==> src/rtl/lsu_mem_req.sv <==
// Load/store initiator: turns B/H/W/D requests into 8-byte-aligned memory beats and returns extended load data.
// Build option: define LSU_SPLIT_MISALIGN_EN to split 8-byte-boundary-crossing accesses into two beats.
module lsu_mem_req (
   input  logic        clk,
   input  logic        rst,
   input  logic        req_valid,
   output logic        req_ready,
   input  logic        req_we,
   input  logic [63:0] req_addr,
   input  logic [1:0]  req_size,
   input  logic        req_unsigned,
   input  logic [63:0] req_wdata,
   output logic        rsp_valid,
   input  logic        rsp_ready,
   output logic [63:0] rsp_rdata,
   output logic        rsp_err,
   output logic        mem_ce,
   output logic        mem_we,
   output logic [63:0] mem_addr,
   output logic [63:0] mem_wdata,
   output logic [7:0]  mem_wmask,
   input  logic [63:0] mem_rdata
);

   localparam int unsigned XLEN  = 64;
   localparam int unsigned LANES = 8;

   typedef enum logic [1:0] {
      S_IDLE  = 2'd0,
      S_BEAT0 = 2'd1,
      S_BEAT1 = 2'd2,
      S_RESP  = 2'd3
   } state_e;

   state_e            state_q, state_d;
   logic              we_q, we_d;
   logic [XLEN-1:0]   addr_q, addr_d;
   logic [1:0]        size_q, size_d;
   logic              uns_q, uns_d;
   logic [XLEN-1:0]   wdata_q, wdata_d;
   logic [XLEN-1:0]   rdata_q, rdata_d;
   logic              err_q, err_d;
`ifdef LSU_SPLIT_MISALIGN_EN
   logic [XLEN-1:0]   lo_q, lo_d;
`endif

   logic [2:0]        off;
   logic [LANES-1:0]  nmask;
   logic              beat0;
   logic [XLEN-1:0]   base;

   // True when the access spills past the end of its 8-byte beat.
   function automatic logic is_cross(input logic [2:0] o, input logic [1:0] sz);
      return (4'(o) + (4'd1 << sz)) > 4'd8;
   endfunction

   // Right-align the addressed bytes of {hi,lo}, truncate to the access size and extend.
   function automatic logic [63:0] extract(input logic [127:0] pair, input logic [2:0] o,
                                           input logic [1:0] sz, input logic uns);
      logic [63:0] s;
      logic [63:0] r;
      s = 64'(pair >> {o, 3'b000});
      unique case (sz)
         2'd0:    r = {{56{~uns & s[7]}},  s[7:0]};
         2'd1:    r = {{48{~uns & s[15]}}, s[15:0]};
         2'd2:    r = {{32{~uns & s[31]}}, s[31:0]};
         default: r = s;
      endcase
      return r;
   endfunction

   assign off   = addr_q[2:0];
   assign nmask = 8'((9'd1 << (4'd1 << size_q)) - 9'd1);
   assign beat0 = (state_q == S_BEAT0) & ~rst;
   assign base  = {addr_q[63:3], 3'b000};

`ifdef LSU_SPLIT_MISALIGN_EN
   logic              beat1;
   logic              cross_q;
   logic [15:0]       lanes;
   logic [127:0]      wide;

   assign beat1   = (state_q == S_BEAT1) & ~rst;
   assign cross_q = is_cross(off, size_q);
   assign lanes   = 16'(nmask) << off;
   assign wide    = 128'(wdata_q) << {off, 3'b000};
`else
   logic [LANES-1:0]  lanes;
   logic [XLEN-1:0]   wide;

   assign lanes = nmask << off;
   assign wide  = wdata_q << {off, 3'b000};
`endif

   // Memory port decode; idle and reset cycles drive all zeros.
   always_comb begin
      mem_ce    = 1'b0;
      mem_we    = 1'b0;
      mem_addr  = '0;
      mem_wdata = '0;
      mem_wmask = '0;
      if (beat0) begin
         mem_ce   = 1'b1;
         mem_we   = we_q;
         mem_addr = base;
         if (we_q) begin
            mem_wmask = lanes[7:0];
            mem_wdata = wide[63:0];
         end
      end
`ifdef LSU_SPLIT_MISALIGN_EN
      if (beat1) begin
         mem_ce   = 1'b1;
         mem_we   = we_q;
         mem_addr = base + 64'd8;
         if (we_q) begin
            mem_wmask = lanes[15:8];
            mem_wdata = wide[127:64];
         end
      end
`endif
   end

   assign req_ready = (state_q == S_IDLE) & ~rst;
   assign rsp_valid = (state_q == S_RESP) & ~rst;
   assign rsp_rdata = rdata_q;
   assign rsp_err   = err_q;

   always_comb begin
      state_d = state_q;
      we_d    = we_q;
      addr_d  = addr_q;
      size_d  = size_q;
      uns_d   = uns_q;
      wdata_d = wdata_q;
      rdata_d = rdata_q;
      err_d   = err_q;
`ifdef LSU_SPLIT_MISALIGN_EN
      lo_d    = lo_q;
`endif
      unique case (state_q)
         S_IDLE: begin
            if (req_valid) begin
               we_d    = req_we;
               addr_d  = req_addr;
               size_d  = req_size;
               uns_d   = req_unsigned;
               wdata_d = req_wdata;
               rdata_d = '0;
               err_d   = 1'b0;
               state_d = S_BEAT0;
`ifndef LSU_SPLIT_MISALIGN_EN
               if (is_cross(req_addr[2:0], req_size)) begin
                  err_d   = 1'b1;
                  state_d = S_RESP;
               end
`endif
            end
         end
         S_BEAT0: begin
`ifdef LSU_SPLIT_MISALIGN_EN
            if (!we_q) lo_d = mem_rdata;
            if (cross_q) begin
               state_d = S_BEAT1;
            end else begin
               rdata_d = we_q ? '0 : extract({64'd0, mem_rdata}, off, size_q, uns_q);
               state_d = S_RESP;
            end
`else
            rdata_d = we_q ? '0 : extract({64'd0, mem_rdata}, off, size_q, uns_q);
            state_d = S_RESP;
`endif
         end
`ifdef LSU_SPLIT_MISALIGN_EN
         S_BEAT1: begin
            // Second beat supplies the high half directly; only lo needs holding.
            rdata_d = we_q ? '0 : extract({mem_rdata, lo_q}, off, size_q, uns_q);
            state_d = S_RESP;
         end
`endif
         S_RESP: begin
            if (rsp_ready) begin
               rdata_d = '0;
               err_d   = 1'b0;
               state_d = S_IDLE;
            end
         end
         default: state_d = S_IDLE;
      endcase
   end

   always_ff @(posedge clk) begin
      if (rst) begin
         state_q <= S_IDLE;
         we_q    <= 1'b0;
         addr_q  <= '0;
         size_q  <= '0;
         uns_q   <= 1'b0;
         wdata_q <= '0;
         rdata_q <= '0;
         err_q   <= 1'b0;
`ifdef LSU_SPLIT_MISALIGN_EN
         lo_q    <= '0;
`endif
      end else begin
         state_q <= state_d;
         we_q    <= we_d;
         addr_q  <= addr_d;
         size_q  <= size_d;
         uns_q   <= uns_d;
         wdata_q <= wdata_d;
         rdata_q <= rdata_d;
         err_q   <= err_d;
`ifdef LSU_SPLIT_MISALIGN_EN
         lo_q    <= lo_d;
`endif
      end
   end

endmodule

==> config.mk <==
export PLATFORM = sky130hd
export DESIGN_NAME = lsu_mem_req
export DESIGN_NICKNAME = d
export VERILOG_FILES = /design/src/rtl/lsu_mem_req.sv
export SDC_FILE = /design/constraint.sdc
export NUM_CORES = 1
export LEC_CHECK = 0
export ABC_CLOCK_PERIOD_IN_PS = 7200
export CORE_UTILIZATION = 45
export CTS_BUF_LIST = sky130_fd_sc_hd__clkbuf_4 sky130_fd_sc_hd__clkbuf_8 sky130_fd_sc_hd__clkbuf_16
export CTS_CLUSTER_SIZE = 30
export DETAILED_ROUTE_END_ITERATION = 10
export PLACE_DENSITY = 0.82
export SLEW_MARGIN = 30
export SYNTH_ARGS = -nofsm -noshare
export SYNTH_HDL_FRONTEND = slang
export SYNTH_SLANG_ARGS = --single-unit
export TNS_END_PERCENT = 10
==> constraint.sdc <==
create_clock -name clk -period 7.2 [get_ports clk]
set_input_delay 1.44 -clock clk [delete_from_list [all_inputs] [get_ports clk]]
set_output_delay 1.44 -clock clk [all_outputs]
set_load 0.1 [all_outputs]
# == Yosys cells after proc, flatten, opt, wreduce, memory -nomap -nowiden ==
# Index checks and enable logic that the tools add are counted.
# Widths: inputs -> output; s select.
# totals
regBits,199
inputBits,200
out_inout_bits,205
elab_cells,59
# classes
n_addsub,2
order_cmp,1
eq_ne,6
n_shift,6
muxes,20
bitwise,8
reduce_logical,8
# ops
op,count
$mux 64,6
$pmux 64 s3,2
$shl 64x6->64,1
$shr 64x6->64,1
$mux 8,2
$shl 1x2->4 const A,2
$shl 1x4->8 const A,1
$shl 8x3->8,1
$sub 8x1->8 const B,1
$and 1x1->1,6
$mux 2,3
$pmux 2 s3,1
$reduce_and 3->1,2
$mux 1,5
$add 3x4->4,1
$eq 2x1->1 const B,2
$eq 2x2->1 const B,2
$gt 4x4->1 const B,1
$logic_not 2->1,2
$ne 2x2->1 const B,2
$reduce_and 2->1,2
$reduce_bool 3->1,1
$not 1->1,2
$pmux 1 s2,1
$reduce_bool 2->1,1

# == Longest topological paths before layout ==
# depth
word_depth,6
ltp_mapped,10
ltp_nobuf,8

# == Least setup slack after synthesis ==
# No wires, ideal clock.
# synth_path
kind,input-to-output
startpoint,input rst
endpoint,output mem_wdata[33]
arrival_ps,4591
t_required_ps,5760
path_slack_ps,1169
cell_stages,7
path_buffers,2
path_cell_list,nor3b_1 clkbuf_1 nand2_1 inv_1 nand2_1 clkbuf_1 o21ai_0
# synth_via
elab_chain_len,3
# synth_lines
element,line_no,text
from (decl),5,"input logic rst,"
$not 1->1,74,assign beat0 = (state_q == S_BEAT0) & ~rst;
$and 1x1->1,74,
$mux 64,102,if (beat0) begin
to (decl),20,"output logic [63:0] mem_wdata,"
# Every way passes these cells.

# == Worst setup path after layout ==
# layout_path
startpoint,input rst
endpoint,output mem_wdata[5]
# The elaborated chain is that of the path after synthesis.

==> results.py <==
metrics = {
    "outcome": {
        "status": "finished clean",
    },
    "place": {
        "placed_cells": 2079,
        "port_buffers": 401,
        "dp_hpwl_um": 31800,
        "placed_cell_area_sq_um": 15200,
        "gp_congestion": 0.931,
    },
    "die": {
        "initial_utilization_pct": 46.2,
        "fp-row-count": 57,
        "die-area_sq_um": 25800,
        "core_area_sq_um": 24500,
        "ios": 405,
        "die_h_um": 161,
        "die_w_um": 161,
    },
    "setup_path": {
        "worst_ep_required_time_ns": 5.76,
        "setup.worst_path.end": "mem_wdata[5]",
        "path_max_fanout": 73,
        "cp.arrival_ns": 4.30,
        "reg2reg_from": "addr_q[1]",
        "r2r_end": "rsp_rdata[47]",
        "startpoint": "rst",
        "crit_type": "input pin to output port",
        "reg2reg_setup_slack_ns": 3.41,
        "cp-end-kind": "output port",
        "critPathLaunchType": "input pin",
        "r2r_cells": 7,
    },
    "logic_synthesis": {
        "yosysWarningCount": 0,
        "synthSimpleGateAreaFrac_pct": 23.8,
        "synth_top_family_by_area": "simple AND/OR/NAND/NOR gates",
        "ys_top_cells_by_count": "nand2_1 (381), dfxtp_1 (199), a21oi_1 (175)",
        "synth_edf_count": 0,
        "synth_xor_area_share_pct": 0.155,
        "synth_cells": 1474,
        "ys_top_cells_by_area": "dfxtp_1 (35%), nand2_1 (13%), mux2i_1 (8.3%)",
        "synth.distinct_cells": 57,
        "async_reset_ff_share_pct": 0,
        "netlist.area_leader.share_pct": 35.2,
        "synth.most_common_cell": "nand2_1",
        "synth_top_area_cell": "dfxtp_1",
        "synthMuxAreaShare_pct": 15.4,
        "ys_ff_latch": 199,
        "synth_area_sq_um": 11300,
        "synth_compound_area_share_pct": 19.2,
        "synth_ff_type": "dfxtp_1",
        "syn_area_per_cell_sq_um": 7.67,
        "ys_seq_area_share_pct": 35.2,
        "synthAdderAreaFrac_pct": 0.620,
    },
    "drt": {
        "initialDrtViolationCount": 1293,
        "drcViolationCount": 0,
        "wirelength_um": 44100,
        "post_drt_via_cell_ratio": 5.76,
        "ant_nets": 0,
        "first_pass_iters": 6,
        "wl_per_cell_um": 20.8,
        "routed-via-count": 12200,
    },
    "hold_path": {
        "hold_class": "flop to flop",
        "hp-start": "addr_q[9]",
    },
    "sta": {
        "slew_headroom_pct": 31.2,
        "setup_tns_ns": 0,
        "worst_pin_slew_ns": 1.03,
        "fin_crit_sh_pct": 79.7,
        "rsz0062_at_grt": "false",
        "skew_ns": 0.0139,
        "hold_viol_final": 0,
        "fin_crit_ns": 5.74,
        "fmax_mhz": 174,
        "setup_viol": 0,
        "slew_viol_final": 0,
        "whs_ns": 0.455,
    },
    "final_layout": {
        "postLayoutCellArea_sq_um": 15900,
        "drive_above_1_share_pct": 10.6,
        "final_cells": 2116,
        "final_nets": 1979,
        "area_growth_pct": 40.5,
    },
    "global_routing": {
        "antenna_found_initial": 5,
        "grt_util_all_layers_pct": 33.3,
        "grt_pass1_vias": 11700,
        "overflow": 0,
        "grt_start_max_net_pins": 99,
        "grt_pass1_wl_um": 66400,
    },
    "clock_network": {
        "postCtsSetupRepairBufs": 0,
        "numCtsBuffers": 17,
        "path_clk_slew_ns": 0.09,
        "clock_sinks": 199,
        "cts_resized": 0,
        "clock_tree.buffer_depth": 2,
        "clk_latency_ns": 0.46,
        "tritoncts": "done",
        "holdBufCountCts": 0,
        "root_buffer": "clkbuf_16",
        "htreeDepth": 4,
    },
    "power": {
        "power_density_nw_per_um2": 212,
        "leakagePower_nw": 5.92,
        "irDropWorstVdd_uv": 135,
    },
    "flow_run": {
        "drv_cap": 0,
    },
}
==> how the worst min path moves through the flow <==
| stage | endpoint | slack [ns] | depth (start not counted) |
|---|---|---|---|
| detailed placement | rsp_rdata[38] | 0.44 | 2 |
| CTS | addr_q[9] | 0.46 | 2 |
| global placement | rsp_rdata[38] | 0.43 | 2 |
| floorplan | addr_q[10] | 0.43 | 2 |
| finish | addr_q[9] | 0.45 | 2 |
| global route | addr_q[50] | 0.48 | 2 |
==> area by class of cell <==
class	count	area, sq um
repair buffers	417	4070
well taps	324	405
clock buffers	17	425
inverters	4	15.0
clock inverters	15	233
multi-input cells	1135	6730
diodes	5	12.5
fillers	2041	8580
flip-flops and latches	199	3990
==> kinds of logic after synthesis <==
group,after synthesis
AND/OR/NAND/NOR,618
AO/OA/AOI/OAI,362
flip-flops,199
multiplexers,145
buffers and inverters,142
adder cells (fa/ha/maj),5
XOR/XNOR,2
other,1
==> placed cells by master (no fill, tap or decap), types with 3 or more instances in the layout <==
| cell | n |
|---|---|
| a31oi_1 | 7 |
| a221o_1 | 8 |
| o31ai_1 | 4 |
| mux4_2 | 20 |
| mux2i_1 | 94 |
| buf_4 | 73 |
| a21oi_1 | 175 |
| o31ai_2 | 5 |
| o22ai_1 | 3 |
| conb_1 | 3 |
| and2_1 | 72 |
| buf_2 | 3 |
| o211ai_1 | 4 |
| diode_2 | 5 |
| a32oi_1 | 5 |
| inv_12 | 5 |
| clkinv_8 | 5 |
| clkdlybuf4s50_1 | 331 |
| a22oi_1 | 16 |
| nor3_1 | 8 |
| and3_1 | 16 |
| inv_1 | 3 |
| mux2_2 | 31 |
| clkbuf_16 | 17 |
| nand3b_1 | 4 |
| a211oi_1 | 22 |
| a211o_1 | 6 |
| nand2b_1 | 7 |
| ha_1 | 4 |
| a2bb2oi_1 | 6 |
| o22a_1 | 10 |
| dfxtp_1 | 196 |
| buf_12 | 9 |
| nor2b_1 | 19 |
| nand2_1 | 380 |
| nor2_1 | 90 |
| o21ai_0 | 81 |
==> registers in the layout (all words and copies together) (netlist names) <==
name and cells:
wdata_q 64, state_q 2, size_q 2, we_q 1, addr_q 64, uns_q 1
rsp_rdata 64, rsp_err 1
==> metrics by stage <==
| step | util, % | worst slack [ns] | total power, mW |
|---|---|---|---|
| floorplan | - | 1.17 | 1.99 |
| global placement | 62.2 | 1.59 | 2.30 |
| detailed placement | 62.2 | 1.47 | 2.31 |
| CTS | 64.9 | 1.46 | 3.36 |
| global route | 64.9 | 1.29 | 3.49 |
| finish | 64.9 | 1.46 | 3.37 |
==> metal layers <==
metal | wire length (um) | part of all wire (%) | GRT usage [%] | vias up
met1 | 16300 | 37 | 37.0 | 5748
met2 | 21900 | 50 | 58.8 | 647
met5 | 0 | 0 | 0 | -
met3 | 3410 | 7.7 | 7.15 | 149
met4 | 2540 | 5.8 | 18.8 | 0
li1 | - | - | - | 5643
==> worst max-delay path, cell delays in order <==
cell and delay (ns):
buf_4 0.31, nor3b_2 0.28, buf_4 0.48, and3_1 0.40, and2_1 0.17, clkdlybuf4s50_1 1.13
==> report_power, final <==
part	switching, mW	total (mW)	internal, mW
sequential	0.0850	1.27	1.19
clock	0.546	1.07	0.523
combinational	0.684	1.03	0.348
total	1.31	3.37	2.06
(Power assumes the default switching activity.)
==> variant, RTL diff (same flow settings) <==
`addr_q`, `wdata_q` and `rdata_q` no longer have a reset.
--- a/src/rtl/lsu_mem_req.sv
+++ b/src/rtl/lsu_mem_req.sv
@@ -194,9 +194,6 @@
          state_q <= S_IDLE;
          we_q    <= 1'b0;
-         addr_q  <= '0;
          size_q  <= '0;
          uns_q   <= 1'b0;
-         wdata_q <= '0;
-         rdata_q <= '0;
          err_q   <= 1'b0;
 `ifdef LSU_SPLIT_MISALIGN_EN
@@ -206,9 +203,6 @@
          state_q <= state_d;
          we_q    <= we_d;
-         addr_q  <= addr_d;
          size_q  <= size_d;
          uns_q   <= uns_d;
-         wdata_q <= wdata_d;
-         rdata_q <= rdata_d;
          err_q   <= err_d;
 `ifdef LSU_SPLIT_MISALIGN_EN
@@ -218,4 +212,10 @@
    end
 
+   always_ff @(posedge clk) begin
+      addr_q  <= addr_d;
+      wdata_q <= wdata_d;
+      rdata_q <= rdata_d;
+   end
+
 endmodule
 
Behaviour: differs if rst is asserted again (counterexample within 4 cycles, from zero or initial values and one cycle with rst high); with rst held inactive, the same outputs for 4 cycles.
==> variant against the original RTL <==
Final cell count down 23%. Sequential cell count unchanged. Cell area up 2.3%. Global-route usage down 4.1 points. Sequential share of layout area up 11 points. Sequential power up 17%. Synthesized area down 1.4%. Synthesized cell count down 37%. Critical path depth down 1. Setup slack better by 0.16 ns. Routed wire length down 15%. Total power up 18%. Critical endpoint is now mem_addr[5]. Highest routed layer unchanged.
==> variant: results (changes against the original RTL) <==
stage,metric,value,unit,change
outcome,status,finished clean,,unchanged
global_route,largest net degree at the start of global routing,113,,was 99
clock_tree,clock root buffer master,clkbuf_16,,unchanged
critical_path,CP max-delay cell,clkdlybuf4s50_1,,unchanged
layout,nets,1490,,was 1979
placement,RD Place Congestion,0.907,,was 0.931
layout,Post-Layout Cell Count,1627,,was 2116
synth,sequential share of the synthesized area,53.0,%,was 35.2%
synth,Synth Area per Inst,12.0,sq um,was 7.67 sq um
global_route,first-pass GRT wire length,55100,um,was 66400 um
timing,worst slew pin tran,1.03,ns,about the same
drt,final WL,37400,um,was 44100 um
pwr,leak pwr,5.91,nW,was 5.92 nW
global_route,number of global-route vias before repair,9315,,was 11700
critical_path,WP data arrival,4.14,ns,was 4.30 ns
layout,FILL cells,1765,,was 2041
placement,IO buf count,401,,unchanged
synth,synthesized area,11100,sq um,was 11300 sq um
synth,Async SR Flop Fraction,0,%,unchanged
layout,share of post-route cells with drive strength above 1,19.2,%,was 10.6%
global_route,initial antenna violation count,5,,unchanged
synth,ranking of synthesized cells by area,"edfxtp_1, mux4_2, mux2i_1",,"was dfxtp_1, nand2_1, mux2i_1"
timing,Layout Skew,0.0130,ns,was 0.0139 ns
synth,post-synthesis cell type count,51,,was 57
critical_path,worst-path maximum fanout,62,,was 73
global_route,Total GRT Usage,29.2,%,was 33.3%
synth,leading cell types by count after synthesis,"edfxtp_1, and2_1, mux2i_1, nand2_1, nor2_1",,"was nand2_1, dfxtp_1, a21oi_1"
placement,DPL Wire Length,27200,um,was 31800 um
placement,area of placed instances,15600,sq um,was 15200 sq um
drt,number of vias per cell,5.64,,was 5.76
synth,Post-synth EDFFs,192,,was 0
pwr,Max IR drop VDD,0.149,mV,was 0.135 mV
drt,DRT iter0 DRCs,809,,was 1293
critical_path,crit-path max cell delay,1.15,ns,was 1.13 ns
variant: cell count changes after synthesis, moves of 12 or more:
cell / change
a21oi_1: -121
nor2_1: -20
dfxtp_1: -192
nand2_1: -306
o21ai_0: -51
a22oi_1: -14
mux2i_1: -19
inv_1: +12
a21oi_2: +40
clkbuf_1: -47
edfxtp_1: +192
o22ai_1: +19
mux4_2: +15
variant: logic make-up after synthesis:
| kind of cell | synth area share [%] |
|---|---|
| XOR/XNOR | 0.157 |
| AND/OR/NAND/NOR | 13.0 |
| multiplexers | 17.5 |
| flip-flops | 53.0 |
| adder cells (fa/ha/maj) | 0.629 |
| buffers and inverters | 4.36 |
| AO/OA/AOI/OAI | 11.3 |
| other | 0.0336 |
variant: final timing paths:
kind             start       endpoint  slack, ns  depth (start not counted)
max                rst    mem_addr[5]       1.62                          5
min reg2reg    rsp_err        rsp_err       0.48                          2
min            rsp_err        rsp_err       0.48                          2
max reg2reg  addr_q[0]  rsp_rdata[13]       3.93                          6
variant: layout make-up:
type,count,area share (%)
clock buffers,17,2.62
clock inverters,15,1.38
repair buffers,418,27.2
multi-input cells,632,29.5
well taps,324,2.49
inverters,17,0.393
flip-flops and latches,199,36.3
diodes,5,0.0770
variant: report_power, final:
part | switching (mW) | total (mW) | internal (mW)
combinational | 1.02 | 1.43 | 0.411
sequential | 0.0602 | 1.49 | 1.43
clock | 0.553 | 1.05 | 0.495
variant: layer usage:
layer	share of wire (%)	global-route usage, %	wire length, um
met3	8.8	7.87	3290
met5	0	0	0
met2	52	52.5	19600
met4	4.1	13.7	1520
met1	35	32.0	13000
variant: through the flow:
stage / utilization [%] / worst slack (ns)
after floorplan: - / 0.564
after global placement: 64.1 / 1.72
after detailed placement: 64.1 / 1.63
after CTS: 66.8 / 1.61
after global routing: 66.8 / 1.52
final: 66.8 / 1.62
